===== src/rtl/rns_pipe_pkg.sv =====
// Shared constants and types for the RISC-RNS pipeline registers.
package rns_pipe_pkg;
  localparam int REG_ADDR_W  = 4;
  localparam int REG3_ADDR_W = 3;
  localparam int LANE_W      = 8;
  localparam int ALU_OP_W    = 5;

  // ID/EX stall FSM encoding
  localparam logic ST_RUN   = 1'b0;
  localparam logic ST_STALL = 1'b1;

  // Single-bit control flags that travel with each instruction
  typedef struct packed {
    logic valid;
    logic reg_wr_en;
    logic load;
    logic store;
  } ctrl_t;

  localparam ctrl_t CTRL_BUBBLE = '{valid: 1'b0, reg_wr_en: 1'b0, load: 1'b0, store: 1'b0};
endpackage


===== src/rtl/load_use_detect.sv =====
// Combinational load-use hazard detector: a load in EX writes a register
// that the instruction in ID actually reads.
module load_use_detect
  import rns_pipe_pkg::*;
(
  input  logic                   id_valid_i,
  input  logic                   use_op1_i,
  input  logic                   use_op2_i,
  input  logic                   use_op3_i,
  input  logic [REG_ADDR_W-1:0]  op1_addr_i,
  input  logic [REG_ADDR_W-1:0]  op2_addr_i,
  input  logic [REG3_ADDR_W-1:0] op3_addr_i,
  input  logic                   ex_valid_i,
  input  logic                   ex_load_i,
  input  logic                   ex_wr_en_i,
  input  logic [REG_ADDR_W-1:0]  ex_dest_i,
  output logic                   hazard_o
);
  logic [REG_ADDR_W-1:0] op3_ext;
  logic                  src_match;

  // op3 lives in the narrower binary regfile; widen only for the compare
  assign op3_ext   = {1'b0, op3_addr_i};
  assign src_match = (use_op1_i & (op1_addr_i == ex_dest_i))
                   | (use_op2_i & (op2_addr_i == ex_dest_i))
                   | (use_op3_i & (op3_ext    == ex_dest_i));
  assign hazard_o  = id_valid_i & ex_valid_i & ex_load_i & ex_wr_en_i & src_match;
endmodule


===== src/rtl/id_ex_stage.sv =====
// ID/EX pipeline register with load-use stall FSM and branch-flush squash.
module id_ex_stage
  import rns_pipe_pkg::*;
#(
  parameter int NUM_DOMAINS = 1,
  parameter int LOAD_LAT    = 1,
  parameter int ALU_OP_W    = 5
) (
  input  logic                          clk,
  input  logic                          rst,
  input  logic                          valid_ID,
  input  logic [3:0]                    op1_addr_ID,
  input  logic [3:0]                    op2_addr_ID,
  input  logic [2:0]                    op3_addr_ID,
  input  logic                          use_op1_ID,
  input  logic                          use_op2_ID,
  input  logic                          use_op3_ID,
  input  logic [NUM_DOMAINS*8-1:0]      op1_data_ID,
  input  logic [NUM_DOMAINS*8-1:0]      op2_data_ID,
  input  logic [7:0]                    op3_data_ID,
  input  logic [3:0]                    dest_addr_ID,
  input  logic                          reg_wr_en_ID,
  input  logic                          load_true_ID,
  input  logic                          store_true_ID,
  input  logic [ALU_OP_W-1:0]           alu_op_ID,
  input  logic                          flush_EX,
  output logic                          valid_IDtoEX,
  output logic [3:0]                    op1_addr_IDtoEX,
  output logic [3:0]                    op2_addr_IDtoEX,
  output logic [2:0]                    op3_addr_IDtoEX,
  output logic [NUM_DOMAINS*8-1:0]      op1_data_IDtoEX,
  output logic [NUM_DOMAINS*8-1:0]      op2_data_IDtoEX,
  output logic [7:0]                    op3_data_IDtoEX,
  output logic [3:0]                    dest_addr_IDtoEX,
  output logic                          reg_wr_en_IDtoEX,
  output logic                          load_true_EX,
  output logic                          store_true_IDtoEX,
  output logic [ALU_OP_W-1:0]           alu_op_IDtoEX,
  output logic                          stall_IFID
);
  localparam int DW = NUM_DOMAINS * LANE_W;

  logic                   state_q, state_d;
  logic [2:0]             cnt_q, cnt_d;
  logic                   hazard;
  logic                   take_id;
  logic                   stall;

  ctrl_t                  ctrl_q;
  logic [3:0]             op1_addr_q, op2_addr_q, dest_q;
  logic [2:0]             op3_addr_q;
  logic [DW-1:0]          op1_data_q, op2_data_q;
  logic [7:0]             op3_data_q;
  logic [ALU_OP_W-1:0]    alu_op_q;

  load_use_detect u_detect (
    .id_valid_i (valid_ID),
    .use_op1_i  (use_op1_ID),
    .use_op2_i  (use_op2_ID),
    .use_op3_i  (use_op3_ID),
    .op1_addr_i (op1_addr_ID),
    .op2_addr_i (op2_addr_ID),
    .op3_addr_i (op3_addr_ID),
    .ex_valid_i (ctrl_q.valid),
    .ex_load_i  (ctrl_q.load),
    .ex_wr_en_i (ctrl_q.reg_wr_en),
    .ex_dest_i  (dest_q),
    .hazard_o   (hazard)
  );

  // Stall FSM: flush beats everything; hazards are only looked at in RUN
  always_comb begin
    state_d = state_q;
    cnt_d   = cnt_q;
    take_id = 1'b0;
    stall   = 1'b0;
    if (flush_EX) begin
      state_d = ST_RUN;
      cnt_d   = 3'd0;
    end else if (state_q == ST_RUN) begin
      if (hazard) begin
        stall   = 1'b1;
        cnt_d   = 3'(LOAD_LAT - 1);
        state_d = (LOAD_LAT > 1) ? ST_STALL : ST_RUN;
      end else begin
        take_id = 1'b1;
      end
    end else begin
      stall = 1'b1;
      cnt_d = cnt_q - 3'd1;
      if (cnt_q == 3'd1) state_d = ST_RUN;
    end
  end

  assign stall_IFID = stall & ~rst;

  // Pipeline register: capture ID fields or insert an all-zero bubble
  always_ff @(posedge clk) begin
    if (rst) begin
      state_q    <= ST_RUN;
      cnt_q      <= 3'd0;
      ctrl_q     <= CTRL_BUBBLE;
      op1_addr_q <= '0;
      op2_addr_q <= '0;
      op3_addr_q <= '0;
      op1_data_q <= '0;
      op2_data_q <= '0;
      op3_data_q <= '0;
      dest_q     <= '0;
      alu_op_q   <= '0;
    end else begin
      state_q <= state_d;
      cnt_q   <= cnt_d;
      if (take_id) begin
        ctrl_q     <= '{valid: valid_ID, reg_wr_en: reg_wr_en_ID,
                        load: load_true_ID, store: store_true_ID};
        op1_addr_q <= op1_addr_ID;
        op2_addr_q <= op2_addr_ID;
        op3_addr_q <= op3_addr_ID;
        op1_data_q <= op1_data_ID;
        op2_data_q <= op2_data_ID;
        op3_data_q <= op3_data_ID;
        dest_q     <= dest_addr_ID;
        alu_op_q   <= alu_op_ID;
      end else begin
        ctrl_q     <= CTRL_BUBBLE;
        op1_addr_q <= '0;
        op2_addr_q <= '0;
        op3_addr_q <= '0;
        op1_data_q <= '0;
        op2_data_q <= '0;
        op3_data_q <= '0;
        dest_q     <= '0;
        alu_op_q   <= '0;
      end
    end
  end

  assign valid_IDtoEX      = ctrl_q.valid;
  assign reg_wr_en_IDtoEX  = ctrl_q.reg_wr_en;
  assign load_true_EX      = ctrl_q.load;
  assign store_true_IDtoEX = ctrl_q.store;
  assign op1_addr_IDtoEX   = op1_addr_q;
  assign op2_addr_IDtoEX   = op2_addr_q;
  assign op3_addr_IDtoEX   = op3_addr_q;
  assign op1_data_IDtoEX   = op1_data_q;
  assign op2_data_IDtoEX   = op2_data_q;
  assign op3_data_IDtoEX   = op3_data_q;
  assign dest_addr_IDtoEX  = dest_q;
  assign alu_op_IDtoEX     = alu_op_q;
endmodule


===== config.mk =====
export PLATFORM = sky130hd
export DESIGN_NAME = id_ex_stage
export DESIGN_NICKNAME = d
export VERILOG_FILES = /design/src/rtl/rns_pipe_pkg.sv /design/src/rtl/load_use_detect.sv /design/src/rtl/id_ex_stage.sv
export SDC_FILE = /design/constraint.sdc
export NUM_CORES = 1
export LEC_CHECK = 0
export ABC_AREA = 1
export BUFFER_PORTS_ARGS = -buffer_cell sky130_fd_sc_hd__clkbuf_2
export CORE_ASPECT_RATIO = 1.2
export CORE_UTILIZATION = 35
export CTS_BUF_LIST = sky130_fd_sc_hd__clkbuf_8
export CTS_CLUSTER_SIZE = 25
export DETAILED_ROUTE_END_ITERATION = 7
export PLACE_DENSITY = 0.74
export REMOVE_ABC_BUFFERS = 1
export SYNTH_ARGS = -nofsm -noshare
export SYNTH_HDL_FRONTEND = slang
export SYNTH_SLANG_ARGS = --single-unit

===== constraint.sdc =====
create_clock -name clk -period 2.6 [get_ports clk]
set_clock_uncertainty 0.2 [all_clocks]
set_input_delay 0.39 -clock clk [delete_from_list [all_inputs] [get_ports clk]]
set_output_delay 0.39 -clock clk [all_outputs]
set_load 0.01 [all_outputs]

==> results of run 1 <==
-- power groups by stage --
stage               registers (mW)  logic (mW)  clock network (mW)
global route                 0.839       0.173               0.471
CTS                          0.836       0.155               0.441
detailed placement           0.855       0.155                   0
finish                       0.836       0.153               0.416
global placement             0.854       0.152                   0
floorplan                    0.870      0.0584                   0
-- worst max-delay path by stage --
stage / endpoint / slack [ns] / cells past startpoint
floorplan: alu_op_IDtoEX[2] / 0.59 / 8
finish: stall_IFID / 0.32 / 9
CTS: stall_IFID / 0.30 / 9
detailed placement: stall_IFID / 0.59 / 9
global placement: stall_IFID / 0.62 / 9
global route: stall_IFID / 0.17 / 9
-- final cells by class --
cell class / count / area, sq um / share of cell area, %
Clock buffer: 5 / 68.8 / 2.83
Clock inverter: 2 / 8.76 / 0.360
Inverter: 56 / 210 / 8.63
Multi-Input combinational cell: 105 / 505 / 20.8
Sequential cell: 52 / 1040 / 42.8
Tap cell: 60 / 75.1 / 3.08
Timing Repair Buffer: 104 / 526 / 21.6
-- worst max-delay path: stages (launching register included) --
cell	delay (ns)
dfxtp_1	0.44
inv_1	0.09
nand2_1	0.06
nand2_1	0.05
nor2_1	0.09
nand3_1	0.07
nand3_1	0.12
nand2_2	0.08
a21boi_0	0.22
clkbuf_2	0.18
-- cell usage after synthesis --
cell      number
xnor2_1        2
buf_2          2
nand2_1       24
nor2_2        20
buf_6          3
o21ai_0        3
inv_2          1
nand3_2        1
ha_1           2
a21boi_0       1
nand2_2        1
inv_1         55
or2_2          1
a21oi_1        3
o21ai_1        2
nor2_1        39
nand4_1        1
dfxtp_1       52
nand3_1        5
-- metal layers --
layer / up-vias / GRT usage (%)
li1: 821 / -
met1: 654 / 12.8
met2: 66 / 22.9
met3: 5 / 6.11
met4: 0 / 5.74
met5: - / 0
-- logic make-up (layout without fill, tap and decap cells) --
group,Yosys count,after routing,synth area share (%)
buffers and inverters,61,167,14.1
and+or+nand+nor,92,92,23.1
DFF,52,52,57.8
AOI/OAI and AO/OA,9,9,2.64
adders and majority gates,2,2,1.39
xor gates and xnor gates,2,2,0.973
-- metrics by stage --
step / hold WS, ns / setup slack, ns / instances
floorplan: 0.243 / 0.591 / 213
global placement: 0.261 / 0.618 / 377
detailed placement: 0.267 / 0.586 / 377
CTS: 0.0693 / 0.295 / 384
global route: 0.0671 / 0.169 / 384
finish: 0.0845 / 0.320 / 384
-- registers in the layout, indices dropped and copies added (netlist names), 3 cells and up --
| name | flops |
|---|---|
| op2_addr_IDtoEX | 4 |
| dest_addr_IDtoEX | 4 |
| op3_data_IDtoEX | 8 |
| alu_op_IDtoEX | 5 |
| op3_addr_IDtoEX | 3 |
| cnt_q | 3 |
| op1_addr_IDtoEX | 4 |
| op1_data_IDtoEX | 8 |
| op2_data_IDtoEX | 8 |
==> results.sh, run 1 <==
export IMPL_status="finished clean"
export IMPL_cts_max_path_buffers=2
export IMPL_reg2reg_to="dest_addr_IDtoEX[0]"
export IMPL_synth_top_cell_area_share_pct=57.8
export IMPL_clkTransAtPathRegs_ns=0.09
export IMPL_post_route_cell_area_sq_um=2430
export IMPL_crit_type="flop to output pin"
export IMPL_period_needed_ns=2.28
export IMPL_seqPwrFrac_pct=59.5
export IMPL_fin_total_pwr_mw=1.40
export IMPL_die_area_sq_um=5440
export IMPL_setup_viol=0
export IMPL_synth_top_area_cell="dfxtp_1"
export IMPL_slew_violations=0
export IMPL_pin_count=103
export IMPL_viasPerCell=4.03
export IMPL_layout_commonest_cell="clkbuf_2"
export IMPL_arrival_ns=1.69
export IMPL_synth_seq_cells=52
export IMPL_rrSetupSlack_ns=0.80
export IMPL_wl_met2_um=1720
export IMPL_place_area_sq_um=2360
export IMPL_vdd_drop_max_mv=0.358
export IMPL_layout_common_cells="clkbuf_2, inv_1, dfxtp_1, nor2_1, nand2_1"
export IMPL_nFillCells=496
export IMPL_synth_avg_cell_area_sq_um=8.26
export IMPL_cts_resized_gates=0
export IMPL_diodes=0
export IMPL_r2r_start="dest_addr_IDtoEX[0]"
export IMPL_initial_core_util_pct=36.4
export IMPL_power_density_nw_per_um2=577
export IMPL_combPwrFrac_pct=10.9
export IMPL_wl_met1_um=1410
export IMPL_area_growth_pct=35.2
export IMPL_finalHoldViolations=0
export IMPL_slew_headroom_pct=72.2
export IMPL_clkLatencyLatePin_ns=0.29
export IMPL_postCtsHoldBufs=0
export IMPL_endpoint_kind="output pin"
export IMPL_ys_seq_area_share_pct=57.8
export IMPL_crit_path_start="dest_addr_IDtoEX[0]"
export IMPL_max_cap_viol_count=0
export IMPL_fin_crit_sh_pct=87.7
export IMPL_hold_start="op2_data_ID[1]"
export IMPL_globalplace_congestion=0.772
export IMPL_final_nets=380
export IMPL_vias=1546
export IMPL_drt_iter0_markers=37
export IMPL_grt_pass1_vias=1386
export IMPL_cp_start_kind="flop"
export IMPL_drc=0
export IMPL_drive_gt1_share_pct=41.4
export IMPL_detail_route_antenna_nets=0
export IMPL_p_sw_uw=329
export IMPL_grt_antenna_before_repair=0
export IMPL_cts_setup_buffers=0
export IMPL_tightest_slew_ns=0.415
export IMPL_grt_pass1_wl_um=5290
export IMPL_syn_area_sq_um=1800
export IMPL_synth_distinct_cells=19
export IMPL_cts_sinks=52
export IMPL_yosysWarnings=0
export IMPL_r2r_cells=10
export IMPL_intPower_mw=1.08
export IMPL_hold_path_class="input port to flop"
export IMPL_grt_max_degree=25
export IMPL_hold_path_depth=3
export IMPL_die_height_um=80.6
export IMPL_dr_pass1_iters=4
export IMPL_grt_ovfl_total=0
export IMPL_track_usage_pct=13.1
export IMPL_numPortBuffers=102
export IMPL_synth_cells=218
export IMPL_fmax_mhz=439
export IMPL_p_clk_share_pct=29.6
export IMPL_routed_top_layer="met4"
export IMPL_sw_frac_of_total_pct=23.4
export IMPL_setup_tns_ns=0
export IMPL_row_count=28
export IMPL_route_met3_wl_um=319
export IMPL_drt_wl_total_um=3490
export IMPL_p_leak_nw=1.42
export IMPL_dieWidth_um=67.5
export IMPL_grt_setup_unrepaired="false"
export IMPL_synth_area_leaders="dfxtp_1, inv_1, nor2_1"
export IMPL_cts_root_buffer="clkbuf_8"
export IMPL_fin_util_pct=49.3
export IMPL_wl_per_cell_um=9.08
export IMPL_h_tree_depth=2
export IMPL_cts_buffers=5
export IMPL_cts_tree="done"
export IMPL_hold_end="op2_data_IDtoEX[1]"
export IMPL_path_max_fanout=6
export IMPL_cp_data_required_time_ns=2.01
export IMPL_core_area_sq_um=4940
export IMPL_dp_hpwl_um=2780
Note: power is estimated with default switching activity, not from simulation.
==> run 2: changes to the inputs <==
==> constraint.sdc (replaced) <==
create_clock -name clk -period 2.9 [get_ports clk]
set_clock_uncertainty 0.2 [all_clocks]
set_input_delay 0.435 -clock clk [delete_from_list [all_inputs] [get_ports clk]]
set_output_delay 0.435 -clock clk [all_outputs]
set_load 0.01 [all_outputs]
==> results.sh, run 2 (synthesis results as in run 1) <==
export IMPL_fin_crit_sh_pct=79.5
export IMPL_dr_pass1_iters=2
export IMPL_drt_iter0_markers=84
export IMPL_max_cap_viol_count=0
export IMPL_drt_wl_total_um=3420
export IMPL_row_count=28
export IMPL_vdd_drop_max_mv=0.316
export IMPL_gr_usage_met1_pct=12.3
export IMPL_cts_max_path_buffers=2
export IMPL_cts_resized_gates=0
export IMPL_area_growth_pct=36.9
export IMPL_cts_tree="done"
export IMPL_track_usage_pct=13.0
export IMPL_nFillCells=508
export IMPL_dp_hpwl_um=2750
export IMPL_diodes=0
export IMPL_grt_antenna_before_repair=0
export IMPL_cts_sinks=52
export IMPL_slew_headroom_pct=72.7
export IMPL_postCtsHoldBufs=0
export IMPL_p_sw_uw=303
export IMPL_combPwrFrac_pct=10.1
export IMPL_numPortBuffers=102
export IMPL_hold_path_class="input port to flop"
export IMPL_period_needed_ns=2.30
export IMPL_setup_tns_ns=0
export IMPL_core_area_sq_um=4940
export IMPL_finalHoldViolations=0
export IMPL_grt_use_met3_pct=5.97
export IMPL_cp_data_required_time_ns=2.27
export IMPL_wl_per_cell_um=8.89
export IMPL_arrival_ns=1.67
export IMPL_pin_count=103
export IMPL_vias=1544
export IMPL_stdcell_count=385
export IMPL_sw_frac_of_total_pct=22.3
export IMPL_intPower_mw=1.06
export IMPL_cts_root_buffer="clkbuf_8"
export IMPL_met2_usage_pct=23.2
export IMPL_cts_buffers=5
export IMPL_drc=0
export IMPL_clkLatencyLatePin_ns=0.29
export IMPL_h_tree_depth=2
export IMPL_dpl_cell_count=377
export IMPL_layout_commonest_cell="clkbuf_2"
export IMPL_grt_pass1_vias=1385
export IMPL_final_nets=380
export IMPL_path_max_fanout=6
export IMPL_layout_common_cells="clkbuf_2, inv_1, dfxtp_1, nor2_1, nand2_1"
export IMPL_grt_busiest_layer="met2"
export IMPL_fmax_mhz=434
export IMPL_endpoint_kind="output pin"
export IMPL_initial_core_util_pct=36.4
export IMPL_p_leak_nw=1.44
export IMPL_viasPerCell=4.01
export IMPL_status="finished clean"
export IMPL_grt_setup_unrepaired="false"
export IMPL_grt_ovfl_total=0
export IMPL_grt_pass1_wl_um=5320
export IMPL_die_height_um=80.6
export IMPL_cp_start_kind="flop"
export IMPL_cts_setup_buffers=0
export IMPL_detail_route_antenna_nets=0
export IMPL_seqPwrFrac_pct=55.1
export IMPL_drive_gt1_share_pct=41.5
export IMPL_clkTransAtPathRegs_ns=0.09
export IMPL_grt_max_degree=25
export IMPL_globalplace_congestion=0.772
export IMPL_tightest_slew_ns=0.407
export IMPL_power_density_nw_per_um2=552
export IMPL_p_clk_share_pct=34.8
export IMPL_slew_violations=0
export IMPL_die_area_sq_um=5440
export IMPL_crit_type="flop to output pin"
export IMPL_dieWidth_um=67.5
export IMPL_setup_viol=0
==> run 2: cell count changes in the layout (fill, tap and decap cells not counted) <==
cell	delta
bufinv_16	+1
==> run 2: path summary, 6_finish.rpt <==
kind | from | endpoint | slack [ns] | cells after the start
max | dest_addr_IDtoEX[0] | stall_IFID | 0.60 | 9
min | op2_data_ID[1] | op2_data_IDtoEX[1] | 0.13 | 3
max reg2reg | dest_addr_IDtoEX[0] | alu_op_IDtoEX[3] | 1.12 | 10
min reg2reg | cnt_q[2] | state_q | 0.28 | 2
==> run 2: layout make-up <==
class                           instances  area, sq um  share of cell area [%]
Sequential cell                        52         1040                    42.2
Timing Repair Buffer                  104          526                    21.3
Multi-Input combinational cell        105          505                    20.5
Inverter                               56          210                    8.53
Tap cell                               60         75.1                    3.05
Clock buffer                            5         68.8                    2.79
Clock inverter                          3         38.8                    1.57
==> run 2: power by group through the flow <==
stage          sequential [mW]  combinational, mW  clock (mW)
3_5_place_dp             0.766              0.139           0
6_report                 0.749              0.137       0.474
3_3_place_gp             0.766              0.137           0
4_1_cts                  0.750              0.139       0.493
2_1_floorplan            0.780             0.0524           0
5_1_grt                  0.752              0.155       0.520
==> run 2: stage by stage <==
step	setup slack, ns	total power, mW	hold WS (ns)	area (sq um)	util (%)
2_1_floorplan	0.876	0.832	0.243	1760	-
3_3_place_gp	0.828	0.902	0.261	2360	47.7
3_5_place_dp	0.784	0.905	0.270	2360	47.7
4_1_cts	0.540	1.38	0.109	2460	49.9
5_1_grt	0.409	1.43	0.114	2460	49.9
6_report	0.596	1.36	0.126	2460	49.9
==> run 2: critical path, stage by stage (launching register included) <==
cell	delay, ns
dfxtp_1	0.44
inv_1	0.08
nand2_1	0.06
nand2_1	0.05
nor2_1	0.09
nand3_1	0.07
nand3_1	0.12
nand2_2	0.08
a21boi_0	0.21
clkbuf_2	0.17
==> run 2: routing by layer <==
| metal | up-vias | part of all wire (%) |
|---|---|---|
| li1 | 822 | - |
| met1 | 646 | 40 |
| met2 | 71 | 49 |
| met3 | 5 | 9.8 |
| met4 | 0 | 1.3 |
| met5 | - | 0 |
==> run 3: changes to the inputs <==
--- a/config.mk
+++ b/config.mk
@@ -12,7 +12,7 @@
 export CTS_BUF_LIST = sky130_fd_sc_hd__clkbuf_8
 export CTS_CLUSTER_SIZE = 25
 export DETAILED_ROUTE_END_ITERATION = 7
-export PLACE_DENSITY = 0.74
+export PLACE_DENSITY = 0.77
 export REMOVE_ABC_BUFFERS = 1
 export SYNTH_ARGS = -nofsm -noshare
 export SYNTH_HDL_FRONTEND = slang
==> constraint.sdc (replaced) <==
create_clock -name clk -period 2 [get_ports clk]
set_clock_uncertainty 0.2 [all_clocks]
set_input_delay 0.3 -clock clk [delete_from_list [all_inputs] [get_ports clk]]
set_output_delay 0.3 -clock clk [all_outputs]
set_load 0.01 [all_outputs]
==> results.sh, run 3 (synthesis results as in run 1) <==
export IMPL_crit_chain="buf_4, xnor2_2, nand3_1, nand3_2, nand2_2, a21boi_1, buf_2"
export IMPL_vias=1741
export IMPL_cpPeakStageDelay_ns=0.37
export IMPL_numPortBuffers=102
export IMPL_crit_type="flop to output pin"
export IMPL_hold_end="load_true_EX"
export IMPL_layout_commonest_cell="clkbuf_2"
export IMPL_setup_tns_ns=0
export IMPL_max_cap_viol_count=0
export IMPL_dieWidth_um=67.5
export IMPL_cp_data_required_time_ns=1.50
export IMPL_tightest_slew_ns=0.233
export IMPL_track_usage_pct=17.1
export IMPL_slowest_stage="dfxtp_4"
export IMPL_setup_viol=0
export IMPL_hold_path_depth=3
export IMPL_path_max_fanout=4
export IMPL_cts_max_path_buffers=2
export IMPL_fmax_mhz=511
export IMPL_drt_iter0_markers=30
export IMPL_globalplace_congestion=0.750
export IMPL_critical_path_buf_inv_count=2
export IMPL_slew_violations=0
export IMPL_r2r_cells=8
export IMPL_die_height_um=80.6
export IMPL_p_leak_nw=1.61
export IMPL_detail_route_antenna_nets=0
export IMPL_r2r_start="dest_addr_IDtoEX[2]"
export IMPL_cts_root_buffer="clkbuf_8"
export IMPL_nFillCells=433
export IMPL_post_route_cell_area_sq_um=2840
export IMPL_cp_top_family="flip-flops"
export IMPL_final_nets=416
export IMPL_dr_pass1_iters=4
export IMPL_finalHoldViolations=0
export IMPL_place_ws_ns=0.175
export IMPL_initial_core_util_pct=36.4
export IMPL_pin_count=103
export IMPL_setup_ws_ns=0.0449
export IMPL_core_area_sq_um=4940
export IMPL_vdd_drop_max_mv=0.443
export IMPL_grt_ovfl_total=0
export IMPL_slew_headroom_pct=84.4
export IMPL_h_tree_depth=2
export IMPL_rrSetupSlack_ns=0.36
export IMPL_clkLatencyLatePin_ns=0.29
export IMPL_path_depth=7
export IMPL_diodes=0
export IMPL_cts_tree="done"
export IMPL_multi_input_area_sq_um=526
export IMPL_viasPerCell=4.15
export IMPL_drive_gt1_share_pct=40.8
export IMPL_die_area_sq_um=5440
export IMPL_reg2reg_to="op2_data_IDtoEX[2]"
export IMPL_dp_hpwl_um=2910
export IMPL_endpoint_kind="output pin"
export IMPL_cp_start_kind="flop"
export IMPL_hold_path_class="input port to flop"
export IMPL_layout_common_cells="clkbuf_2, inv_1, dfxtp_1, nor2_1, dlygate4sd3_1"
export IMPL_grt_pass1_wl_um=6840
export IMPL_cts_buffers=5
export IMPL_cts_sinks=52
export IMPL_row_count=28
export IMPL_hold_start="load_true_ID"
export IMPL_area_growth_pct=57.9
export IMPL_clkTransAtPathRegs_ns=0.09
export IMPL_period_needed_ns=1.96
export IMPL_grt_pass1_vias=1703
export IMPL_grt_antenna_before_repair=0
export IMPL_status="finished clean"
export IMPL_wl_per_cell_um=10.2
export IMPL_seq_area_sq_um=1050
export IMPL_grt_setup_unrepaired="true"
export IMPL_fin_total_pwr_mw=1.89
export IMPL_drt_wl_total_um=4290
export IMPL_drc=0
export IMPL_arrival_ns=1.46
export IMPL_place_area_sq_um=2390
export IMPL_power_density_nw_per_um2=665
export IMPL_fin_crit_sh_pct=97.8
export IMPL_grt_max_degree=28
## run 3: cell count changes in the layout (fill, tap and decap cells not counted), sizes merged
cell and delta:
clkbuf -1, bufinv -1, dlygate4sd3 +33, buf +4
## run 3: power by group
part	internal, mW	switching [mW]	total (mW)	leakage [nW]
registers	1.07	0.0141	1.09	0.429
clock network	0.233	0.301	0.534	0.0452
logic	0.146	0.125	0.271	1.13
total	1.45	0.440	1.89	1.61
## run 3: per-layer routing
metal | wire (um) | global-route usage (%) | vias up
met4 | 51 | 5.96 | 0
met1 | 1560 | 15.6 | 767
li1 | - | - | 894
met3 | 333 | 6.68 | 6
met2 | 2340 | 32.7 | 74
met5 | 0 | 0 | -
## run 3: layout make-up
cell class	count	area share [%]
Timing Repair Buffer	140	31.8
Clock inverter	2	0.308
Inverter	56	7.39
Clock buffer	5	2.42
Sequential cell	52	37.0
Tap cell	60	2.64
Multi-Input combinational cell	105	18.5
## run 3: repair_timing
item                                   4_1_cts  5_1_grt
resized for setup                            7        8
hold buffers                                31        2
pin swaps                                    0        4
buffers inserted                             0        2
endpoints found under the hold margin       31        2
setup endpoints to repair                    1        1
## run 3: tightest hold or removal path: cells and delay by family
kind / cells / cell delay (ns)
buffers and inverters: 2 / 0.13
AND/OR/NAND/NOR: 1 / 0.03
## run 3: stage by stage
step	hold slack, ns	utilization, %	cells
after floorplan	0.212	-	213
after global placement	0.263	48.4	378
after detailed placement	0.275	48.4	378
after CTS	0.000611	56.5	416
after global routing	0.00474	57.5	420
final	0.0156	57.5	420
## run 3: worst max path at each step
| stage | start | endpoint | slack [ns] |
|---|---|---|---|
| after global placement | dest_addr_IDtoEX[0] | stall_IFID | 0.20 |
| after CTS | dest_addr_IDtoEX[0] | stall_IFID | 0.02 |
| final | dest_addr_IDtoEX[2] | stall_IFID | 0.04 |
| after floorplan | dest_addr_IDtoEX[0] | alu_op_IDtoEX[2] | -0.009 |
| after global routing | dest_addr_IDtoEX[2] | stall_IFID | -0.06 |
| after detailed placement | dest_addr_IDtoEX[0] | stall_IFID | 0.17 |
